### src/rtl/spike_gen_programmer_if.sv
// Host word channel plus programming channel around spike_gen_programmer.
// master = the programmer (accepts host words, initiates programming); slave = its environment.
interface spike_gen_programmer_if #(
  parameter int Ngens   = 8,
  parameter int Nperiod = 16,
  parameter int Ntag    = 11
);
  localparam int NgenIdx = $clog2(Ngens);

  logic               in_v;
  logic [31:0]        in_d;
  logic               in_a;
  logic               prog_v;
  logic [NgenIdx-1:0] prog_gen_idx;
  logic [Nperiod-1:0] prog_period;
  logic [Nperiod-1:0] prog_ticks;
  logic [Ntag-1:0]    prog_tag;
  logic               prog_a;

  modport master (
    input  in_v, in_d, prog_a,
    output in_a, prog_v, prog_gen_idx, prog_period, prog_ticks, prog_tag
  );

  modport slave (
    output in_v, in_d, prog_a,
    input  in_a, prog_v, prog_gen_idx, prog_period, prog_ticks, prog_tag
  );
endinterface

### src/rtl/spike_gen_programmer.sv
// Host word decoder: two-word PROG packets -> one programming transaction; CONF words -> gens_used/gens_en.
// Optional macro SPIKE_PROG_RANGE_CHECK_EN rejects out-of-range gen_idx and gens_used fields.
module spike_gen_programmer #(
  parameter int Ngens   = 8,
  parameter int Nperiod = 16,
  parameter int Ntag    = 11
) (
  input  logic                     clk,
  input  logic                     reset_n,
  spike_gen_programmer_if.master   bus,
  output logic [$clog2(Ngens):0]   gens_used,
  output logic [Ngens-1:0]         gens_en,
  output logic [7:0]               err_count
);
  localparam int NgenIdx = $clog2(Ngens);

  localparam logic [1:0] S_IDLE      = 2'd0;
  localparam logic [1:0] S_WAIT_BODY = 2'd1;
  localparam logic [1:0] S_ISSUE     = 2'd2;

  localparam logic [3:0] OP_PROG_HDR = 4'h1;
  localparam logic [3:0] OP_CONF     = 4'h3;

  logic [1:0]         r_state;
  logic [NgenIdx-1:0] r_gen_idx;
  logic [Nperiod-1:0] r_period;
  logic [Nperiod-1:0] r_ticks;
  logic [Ntag-1:0]    r_tag;
  logic               r_bad;
  logic [NgenIdx:0]   r_gens_used;
  logic [Ngens-1:0]   r_gens_en;
  logic [7:0]         r_err_count;

  logic               w_word_acc;
  logic [3:0]         w_opcode;
  logic [NgenIdx:0]   w_conf_used;
  logic               w_hdr_bad;
  logic               w_conf_bad;

  function automatic logic [7:0] sat_inc(input logic [7:0] v);
    return (v == 8'hFF) ? v : v + 8'd1;
  endfunction

  assign w_word_acc  = bus.in_v && bus.in_a;
  assign w_opcode    = bus.in_d[31:28];
  assign w_conf_used = bus.in_d[16+NgenIdx:16];

`ifdef SPIKE_PROG_RANGE_CHECK_EN
  assign w_hdr_bad  = (bus.in_d[18:11] >= 8'(Ngens));
  assign w_conf_bad = (w_conf_used > (NgenIdx+1)'(Ngens));
`else
  assign w_hdr_bad  = 1'b0;
  assign w_conf_bad = 1'b0;
`endif

  always_ff @(posedge clk or negedge reset_n) begin
    if (!reset_n) begin
      r_state     <= S_IDLE;
      r_gen_idx   <= '0;
      r_period    <= '0;
      r_ticks     <= '0;
      r_tag       <= '0;
      r_bad       <= 1'b0;
      r_gens_used <= '0;
      r_gens_en   <= '0;
      r_err_count <= '0;
    end else begin
      case (r_state)
        S_IDLE: begin
          if (w_word_acc) begin
            case (w_opcode)
              OP_PROG_HDR: begin
                // Header index is truncated to the generator index width; range errors are flagged separately.
                r_gen_idx <= bus.in_d[11 +: NgenIdx];
                r_tag     <= bus.in_d[Ntag-1:0];
                r_bad     <= w_hdr_bad;
                r_state   <= S_WAIT_BODY;
              end
              OP_CONF: begin
                if (w_conf_bad) begin
                  r_err_count <= sat_inc(r_err_count);
                end else begin
                  r_gens_used <= w_conf_used;
                  r_gens_en   <= bus.in_d[Ngens-1:0];
                end
              end
              default: r_err_count <= sat_inc(r_err_count);
            endcase
          end
        end
        S_WAIT_BODY: begin
          if (w_word_acc) begin
            r_period <= bus.in_d[31:16];
            r_ticks  <= bus.in_d[15:0];
            // A flagged packet still consumes its body, then is discarded without issuing.
            if (r_bad) begin
              r_err_count <= sat_inc(r_err_count);
              r_state     <= S_IDLE;
            end else begin
              r_state     <= S_ISSUE;
            end
          end
        end
        S_ISSUE: begin
          if (bus.prog_a) r_state <= S_IDLE;
        end
        default: r_state <= S_IDLE;
      endcase
    end
  end

  assign bus.in_a         = (r_state != S_ISSUE);
  assign bus.prog_v       = (r_state == S_ISSUE);
  assign bus.prog_gen_idx = r_gen_idx;
  assign bus.prog_period  = r_period;
  assign bus.prog_ticks   = r_ticks;
  assign bus.prog_tag     = r_tag;
  assign gens_used        = r_gens_used;
  assign gens_en          = r_gens_en;
  assign err_count        = r_err_count;

endmodule
### src/flat_wrapper.sv
// flat-port wrapper written by rule: the top's interface ports become plain ports
module spike_gen_programmer_flat 
#(
  parameter int Ngens   = 8,
  parameter int Nperiod = 16,
  parameter int Ntag    = 11
)
  (clk, reset_n, gens_used, gens_en, err_count, bus_in_v, bus_in_d, bus_prog_a, bus_in_a, bus_prog_v, bus_prog_gen_idx, bus_prog_period, bus_prog_ticks, bus_prog_tag);
  spike_gen_programmer_if #(.Ngens(Ngens), .Nperiod(Nperiod), .Ntag(Ntag)) bus_i ();
  input  logic clk;
  input  logic reset_n;
  output logic [$clog2(Ngens):0] gens_used;
  output logic [Ngens-1:0] gens_en;
  output logic [7:0] err_count;
  input wire logic [$bits(bus_i.in_v)-1:0] bus_in_v;
  input wire logic [$bits(bus_i.in_d)-1:0] bus_in_d;
  input wire logic [$bits(bus_i.prog_a)-1:0] bus_prog_a;
  output wire logic [$bits(bus_i.in_a)-1:0] bus_in_a;
  output wire logic [$bits(bus_i.prog_v)-1:0] bus_prog_v;
  output wire logic [$bits(bus_i.prog_gen_idx)-1:0] bus_prog_gen_idx;
  output wire logic [$bits(bus_i.prog_period)-1:0] bus_prog_period;
  output wire logic [$bits(bus_i.prog_ticks)-1:0] bus_prog_ticks;
  output wire logic [$bits(bus_i.prog_tag)-1:0] bus_prog_tag;
  assign bus_i.in_v = bus_in_v;
  assign bus_i.in_d = bus_in_d;
  assign bus_i.prog_a = bus_prog_a;
  assign bus_in_a = bus_i.in_a;
  assign bus_prog_v = bus_i.prog_v;
  assign bus_prog_gen_idx = bus_i.prog_gen_idx;
  assign bus_prog_period = bus_i.prog_period;
  assign bus_prog_ticks = bus_i.prog_ticks;
  assign bus_prog_tag = bus_i.prog_tag;
  spike_gen_programmer #(.Ngens(Ngens), .Nperiod(Nperiod), .Ntag(Ntag)) u_core (.clk(clk), .reset_n(reset_n), .bus(bus_i), .gens_used(gens_used), .gens_en(gens_en), .err_count(err_count));
endmodule
### config.mk
export PLATFORM = sky130hd
export DESIGN_NAME = spike_gen_programmer_flat
export DESIGN_NICKNAME = d
export VERILOG_FILES = /design/src/rtl/spike_gen_programmer_if.sv /design/src/rtl/spike_gen_programmer.sv /design/src/flat_wrapper.sv
export SDC_FILE = /design/constraint.sdc
export NUM_CORES = 1
export LEC_CHECK = 0
export CAP_MARGIN = 20
export CORE_MARGIN = 5
export CORE_UTILIZATION = 46
export DETAILED_ROUTE_END_ITERATION = 10
export GPL_TIMING_DRIVEN = 0
export PLACE_DENSITY_LB_ADDON = 0.05
export SLEW_MARGIN = 10
export SYNTH_ARGS = -nofsm -noshare
export SYNTH_HDL_FRONTEND = slang
export SYNTH_SLANG_ARGS = --single-unit
### constraint.sdc
create_clock -name clk -period 3.02 [get_ports clk]
set_clock_uncertainty 0.2 [all_clocks]
set_input_delay 0.453 -clock clk [delete_from_list [all_inputs] [get_ports clk]]
set_output_delay 0.453 -clock clk [all_outputs]
set_load 0.01 [all_outputs]
# [Word level (Yosys, flattened, before mapping)]
# Cells that the tools add are included.
[totals] ff_bits=68 latch_bits=0 mem_bits_rw=0 rom_bits=0 input_bits=36 elab_cells=40 mem_count=0
[op_classes] addsub=1 multipliers=0 n_div=0 n_lt_le_gt_ge=0 eq_ne=12 shift=0 mux=9 bitwise=1 n_reduce_logical=9
[ops] cell="2-to-1 mux 8 bit" n=4
[ops] cell="adder 8 x 1 -> 8 bit (second input constant)" n=1
[ops] cell="== test 8 bit (second input constant)" n=1
[ops] cell="2-to-1 mux 2 bit" n=4
[ops] cell="inequality test 2 bit (second input constant)" n=4
[ops] cell="one-hot mux 2 bit (3 select lines)" n=1
[ops] cell="AND reduction 3 bit" n=2
[ops] cell="AND reduction 6 bit" n=1
[ops] cell="== test 4 x 1 -> 1 bit (second input constant)" n=1
[ops] cell="== test 4 x 2 -> 1 bit (second input constant)" n=1
[ops] cell="inequality test 2 x 1 -> 1 bit (second input constant)" n=2
[ops] cell="inequality test 4 bit (second input constant)" n=1
[ops] cell="AND reduction 4 bit" n=1
[ops] cell="== test 2 x 1 -> 1 bit (second input constant)" n=1
[ops] cell="== test 2 bit (second input constant)" n=1
[ops] cell="logical NOT 2 bit" n=1
[ops] cell="AND reduction 2 bit" n=1
[ops] cell="nonzero test 2 bit" n=1
[ops] cell="OR reduction 2 bit" n=1
[ops] cell="logical AND 1 bit" n=1
[ops] cell="NOT 1 bit" n=1

# [Longest topological paths before layout]
# Gate-level depths: netlist (run 1).
[logic_depth] ltp_word=5 depth_mapped=5

# [Worst setup path before layout (run 1)]
# No wires, ideal clock.
[synth_path] path_type="in2reg" startpoint="input port bus_in_d[31]" endpoint="register u_core.r_tag[1] (netlist: u_core.bus.prog_tag[1])" setup_time_ns=0.125 t_arrival_ns=1.680 required_time_ns=2.695 setup_slack_ns=1.015 stages=4 n_path_buf=1 path_cell_list="nor3b_1 -> nor3b_4 -> buf_6 -> mux2_2"
[synth_via] elab_chain_len=2
[synth_rtl] item="start, declared" line="flat_wrapper.sv:16" text="input wire logic [$bits(bus_i.in_d)-1:0] bus_in_d;"
[synth_rtl] item="== test 4 x 1 -> 1 bit" line="spike_gen_programmer.sv:71" text="case (w_opcode)"
[synth_rtl] item="AND reduction 3 bit (no line)"
[synth_rtl] item="end signal, assigned" line="spike_gen_programmer.sv:75" text="r_tag <= bus.in_d[Ntag-1:0];"
[synth_rtl] item="end, declared" line="spike_gen_programmer.sv:28" text="logic [Ntag-1:0] r_tag;"
# No other way between the ends.
# A chain may end at the register's enable or synchronous reset.

# [Final worst setup path (run 1)]
[layout_path] startpoint="input port bus_in_d[28]" endpoint="register u_core.r_tag[5] (netlist: u_core.bus.prog_tag[5])"
# Same word-level chain as after synthesis.

==> results of run 1 <==
area by class of cell:
type / instances / area share (%)
inverter: 2 / 0.189
buffer: 5 / 0.691
clock inverter: 2 / 0.251
clock buffer: 13 / 3.99
timing repair buffer: 105 / 26.8
multi-input combinational: 93 / 23.1
tap: 72 / 2.26
sequential: 68 / 42.7
registers in the layout (all words and copies together), names as in the netlist:
name and flops:
u_core.r_state 2, u_core.err_count 8, u_core.bus.prog_ticks 16, u_core.gens_used 4, u_core.gens_en 8, u_core.bus.prog_period 16
u_core.bus.prog_tag 11, u_core.bus.prog_gen_idx 3
layer usage:
layer / share of wire, % / GRT usage [%] / up-vias
met3: 9.4 / 7.88 / 10
li1: - / - / 829
met4: 1.6 / 6.91 / 0
met5: 0 / 0 / -
met1: 39 / 20.3 / 882
met2: 49 / 28.9 / 63
placed cells by master, fill, tap and decap left out, drive strengths merged:
master / instances
nor2: 1
or2: 1
nand2: 5
clkinv: 2
o21ai: 1
dfrtp: 68
xor2: 2
nand4: 1
xnor2: 3
buf: 4
mux2: 61
nand2b: 2
nand3b: 1
inv: 2
dlygate4sd3: 1
nor3b: 2
or3b: 1
nor3: 2
and4bb: 1
clkdlybuf4s50: 102
clkbuf: 16
a21o: 1
and4: 2
a211oi: 1
ha: 1
nand3: 4
worst paths after layout:
path / start / endpoint / slack, ps
worst min-delay path: u_core.err_count[7] / u_core.err_count[7] / 290
worst max-delay path: bus_in_d[28] / u_core.bus.prog_tag[5] / 580
max in group asynchronous: reset_n / u_core.bus.prog_tag[10] / 1790
min in group asynchronous: reset_n / u_core.bus.prog_tag[6] / 320
worst max register to register: u_core.r_state[0] / u_core.bus.prog_tag[5] / 920
worst min register to register: u_core.err_count[7] / u_core.err_count[7] / 290
per-stage QoR:
| step | utilization [%] | power (mW) | setup TNS [ps] | worst slack, ps |
|---|---|---|---|---|
| 2_1_floorplan | - | 1.80 | 0 | 1020 |
| 3_3_place_gp | 67.8 | 2.49 | -69180 | -1020 |
| 3_5_place_dp | 68.2 | 2.53 | 0 | 191 |
| 4_1_cts | 71.4 | 3.20 | 0 | 553 |
| 5_1_grt | 71.4 | 3.34 | 0 | 465 |
| 6_report | 71.4 | 3.15 | 0 | 581 |
power by group:
part	switching, mW	leakage [nW]	internal [mW]
logic	0.401	0.807	0.729
clock network	0.316	0.0893	0.336
registers	0.177	0.842	1.19
total	0.895	1.74	2.26
cell families (layout without fill, tap and decap cells):
logic type,after synthesis,count (layout)
DFF,68,68
and+or+nand+nor,23,23
xor gates and xnor gates,5,5
buffers and inverters,7,127
AOI/OAI and AO/OA,3,3
adders and majority gates,1,1
muxes,61,61
critical path, stage by stage:
cell and delay, ps:
clkdlybuf4s50_1 480, nor3b_1 490, nor3b_4 470, buf_6 220, mux2_2 340
==> metrics, run 1 <==
data required time of the worst path=3040 ps; Synthesis Warnings=0; # fillers=396; GRT Total Usage=17.7%; Startpoint Class=primary input; Final nets=321; register area share after synthesis=64.0%; top-count cell post-synth=dfrtp_1; endpoints failing hold=0; H-Tree Depth=3; Setup Buffers After CTS=0; die footprint=7400 um^2; unrepaired setup endpoints after global routing=false; Crit Path Category=in2reg; vias in the first global route=1,993; Setup crit end kind=flip-flop; Max Slew Vio Count=0; Mapped Nets=205; post-synthesis xor/xnor area fraction=1.65%; share of post-route cells with drive strength above 1=28.5%; core area=5570 um^2; Layout area overhead=49.9%; worst hold path class=reg2reg; Core Rows=27; Synth Area in Compound Gates=0.942%; largest family of logic cells by synthesized area=multiplexers; dpl hpwl=4.40 mm; Final Non-Filler Cells=360; Fmax=410 MHz; vias per cell=4.96; Final min period=2440 ps; Post-Synth Adder-Cell Area=0.471%; R2R depth=4; Synth Flop Type=dfrtp_1; Design Area, Final=3980 um^2; Syn Area/Cell=15.8 um^2; library cells used by synthesis=25; Post-CTS Resized=0; Post-synth EDFFs=0; clock slew seen by the registers of the worst setup and hold paths=70 ps; worst path arrival time=2460 ps; area leader, netlist=dfrtp_1; VDD IR-drop max=0.459 mV; slew margin rel.=59.2%; Clk Latency, worst-skew pair=340 ps; Mapped Cells=168; actual slew at the worst max-slew pin=612 ps; Root Driver=clkbuf_8; Routed WL=5.93 mm; FF/Latch Area=1700 um^2; Final Cycle Share=80.8%; footprint of the multi-input gates=921 um^2; worst hold slack=289 ps; # hold bufs at CTS=1; initial core utilization=47.7%; diode count=0; vias=1,784; outcome=finished clean; Hold Crit Depth=1; most instantiated cells after synthesis=68 x dfrtp_1, 61 x mux2_2, 5 x nand2_1; grt total ovfl=0; post-synth top area share=64.0%; Num CTS Buffers=9; DRC Markers=0; drt first pass iters=4; Max Cap Viol=0; mapped cell area=2660 um^2; Simple-Gate Fraction of Synth Area=5.74%; CTS tree=built; initial detailed-routing violation count=49; wire per inst=16.5 um; IO buf count=103; Post-synth ARST share=100%; Crit Path Max Fanout=10; Die H=86.0 um; Area contributors post-synth=dfrtp_1 64%, mux2_2 26%, xnor2_1 0.99%; mux cell area share after synthesis=25.8%; largest net degree at the start of global routing=58; Cell Pwr Density=791 nW/um^2; first-pass GRT wire length=9.95 mm; Bufs on Longest Clock Path=2; Antenna Nets Post-Route=0; initial antenna violation count=0; Placed Instances=344; Leakage=1.74 nW; IO Pins=104; placed instance area=3800 um^2; number of synthesized register bits=68; CTS sink count=68; Final Wtd Congestion=0.715; final-report setup violation count=0; chip width=86.0 um
(Power assumes the default switching activity.)
==> run 2, diff against run 1 <==
Settings changed: CORE_UTILIZATION 46 to 39.
Clock period 3.02 ns to 2 ns, I/O delays scaled along.
==> metrics, run 2 (synthesized netlist as in run 1, its figures left out) <==
Final Cycle Share=99.3%; Worst R2R Setup Slack=10 ps (-910 ps); Root Driver=clkbuf_8; CTS tree=built; Clk Latency, worst-skew pair=320 ps (-20 ps); clock slew seen by the registers of the worst setup and hold paths=70 ps (about the same); Layout area overhead=55.8%; pre-CTS setup slack=-713 ps (-904 ps); final-report setup violation count=0 (unchanged); vias per cell=4.88 (-1.4%); met3 WL post-DR=424 um (-24%); worst hold path class=in2async; most frequent cells in the layout=100 x clkdlybuf4s50_1, 68 x dfrtp_1, 59 x mux2_2; endpoints failing hold=0 (unchanged); DR top layer=met4; Die H=92.6 um (+7.6%); M1 WL=2.69 mm (+15%); Final min period=1990 ps; worst path arrival time=2000 ps (-460 ps); worst flop-to-flop path startpoint=u_core.r_state[1]; wire per inst=16.2 um (-1.5%); Crit Path Category=reg2reg; share of post-route cells with drive strength above 1=32.6% (+4.2 points); Num CTS Buffers=9 (unchanged); vias=1,812 (+1.6%); unrepaired setup endpoints after global routing=true; initial detailed-routing violation count=21 (-57%); DRC Markers=0 (unchanged); Max Slew Vio Count=0 (unchanged); VDD IR-drop max=0.570 mV (+24%); Placed Instances=352 (+2.3%); sequential share of power=39.6% (-3.8 points); Routed WL=6.02 mm (+1.5%); FF/Latch Area=1700 um^2 (unchanged); utilization after layout=61.6% (-9.8 points); Cell Pwr Density=1250 nW/um^2 (+58%); largest net degree at the start of global routing=37 (-36%); H-Tree Depth=3 (unchanged); IO Pins=104 (unchanged); dpl hpwl=4.32 mm (-1.8%); Startpoint Class=flip-flop; Final Wtd Congestion=0.705 (-1.4%); data required time of the worst path=2010 ps (-1030 ps); CTS sink count=68 (unchanged); most common cell after layout, fill and taps aside=clkdlybuf4s50_1; R2R depth=4 (unchanged); first-pass GRT wire length=9.78 mm (-1.7%); core area=6720 um^2 (+21%); Setup crit end kind=flip-flop; Fmax=503 MHz; Crit Path Max Fanout=10 (unchanged); footprint of the multi-input gates=976 um^2 (+6.0%); grt total ovfl=0 (unchanged); vias in the first global route=1,923 (-3.5%); Tot Pwr=5.19 mW (+65%); slew margin rel.=70.9% (+12 points); IO buf count=103 (unchanged); drt first pass iters=5 (+1); Int Pwr=3.81 mW (+69%); combinational share of power=33.5% (-2.4 points); reg-to-reg endpoint=u_core.bus.prog_tag[3]; Bufs on Longest Clock Path=2 (unchanged); Final Non-Filler Cells=371 (+3.1%); # fillers=571 (+44%); PnR worst setup slack=13.2 ps (-568 ps); Max Cap Viol=0 (unchanged); WL met2=2.81 mm (-4.3%); Core Rows=30 (+11%); actual slew at the worst max-slew pin=437 ps (-175 ps); switching power=1.37 mW (+54%); die footprint=8570 um^2 (+16%); chip width=92.6 um (+7.6%); Leakage=1.82 nW (+4.7%); Clk pwr share=26.9% (+6.2 points); outcome=finished clean; diode count=0 (unchanged); initial antenna violation count=0 (unchanged); GRT Total Usage=14.7% (-3.0 points); Sw Ratio=26.5% (-1.9 points); Final nets=323 (+0.62%); Antenna Nets Post-Route=0 (unchanged); initial core utilization=39.6% (-8.1 points)
[run 2: cell type report]
class,instances,share of cell area [%]
timing repair buffer,107,25.9
clock buffer,12,3.75
sequential,68,41.1
buffer,5,0.816
clock inverter,4,2.30
tap,80,2.42
inverter,2,0.181
multi-input combinational,93,23.6
[run 2: metrics by stage]
step | hold WS [ps] | TNS, ps | instance area, um^2
6_report | 248 | 0 | 4140
5_1_grt | 282 | -580 | 4140
4_1_cts | 259 | -21.5 | 4100
3_5_place_dp | 75.1 | -26460 | 3810
3_3_place_gp | 287 | -155550 | 3790
2_1_floorplan | -196 | 0 | 2660
[run 2: power by group through the flow]
stage | logic [mW] | clock network, mW | registers, mW
after floorplan | 0.447 | 0 | 2.26
after global placement | 1.70 | 0 | 2.07
after detailed placement | 1.72 | 0 | 2.08
after CTS | 1.74 | 1.43 | 2.06
after global routing | 1.86 | 1.49 | 2.12
final | 1.74 | 1.40 | 2.05
[run 2: critical path: stages, from the launching register on]
cell and delay, ps:
dfrtp_1 430, or3b_4 460, nor3b_4 250, buf_6 190, mux2_2 340
[run 2: routing by layer]
layer / up-vias / global-route usage [%]
li1: 833 / -
met1: 903 / 18.5
met2: 65 / 23.1
met3: 11 / 4.87
met4: 0 / 6.68
met5: - / 0
[run 2: worst max-delay path by stage]
stage                      start                         to  slack [ps]
6_report       u_core.r_state[1]     u_core.bus.prog_tag[3]          10
5_1_grt        u_core.r_state[1]     u_core.bus.prog_tag[2]         -60
4_1_cts        u_core.r_state[1]        u_core.err_count[6]         -10
3_5_place_dp        bus_in_d[28]     u_core.bus.prog_tag[5]        -710
3_3_place_gp             reset_n  u_core.bus.prog_ticks[14]       -1940
2_1_floorplan  u_core.r_state[0]     u_core.bus.prog_tag[1]          70
[run 2: repair_timing]
item / 4_1_cts / 5_1_grt
hold buffers: 1 / 0
gates resized for setup: 9 / 12
endpoints found under the hold margin: 32 / 0
buffers inserted: 1 / 1
pin swaps: 1 / 5
setup endpoints to repair: 40 / 34
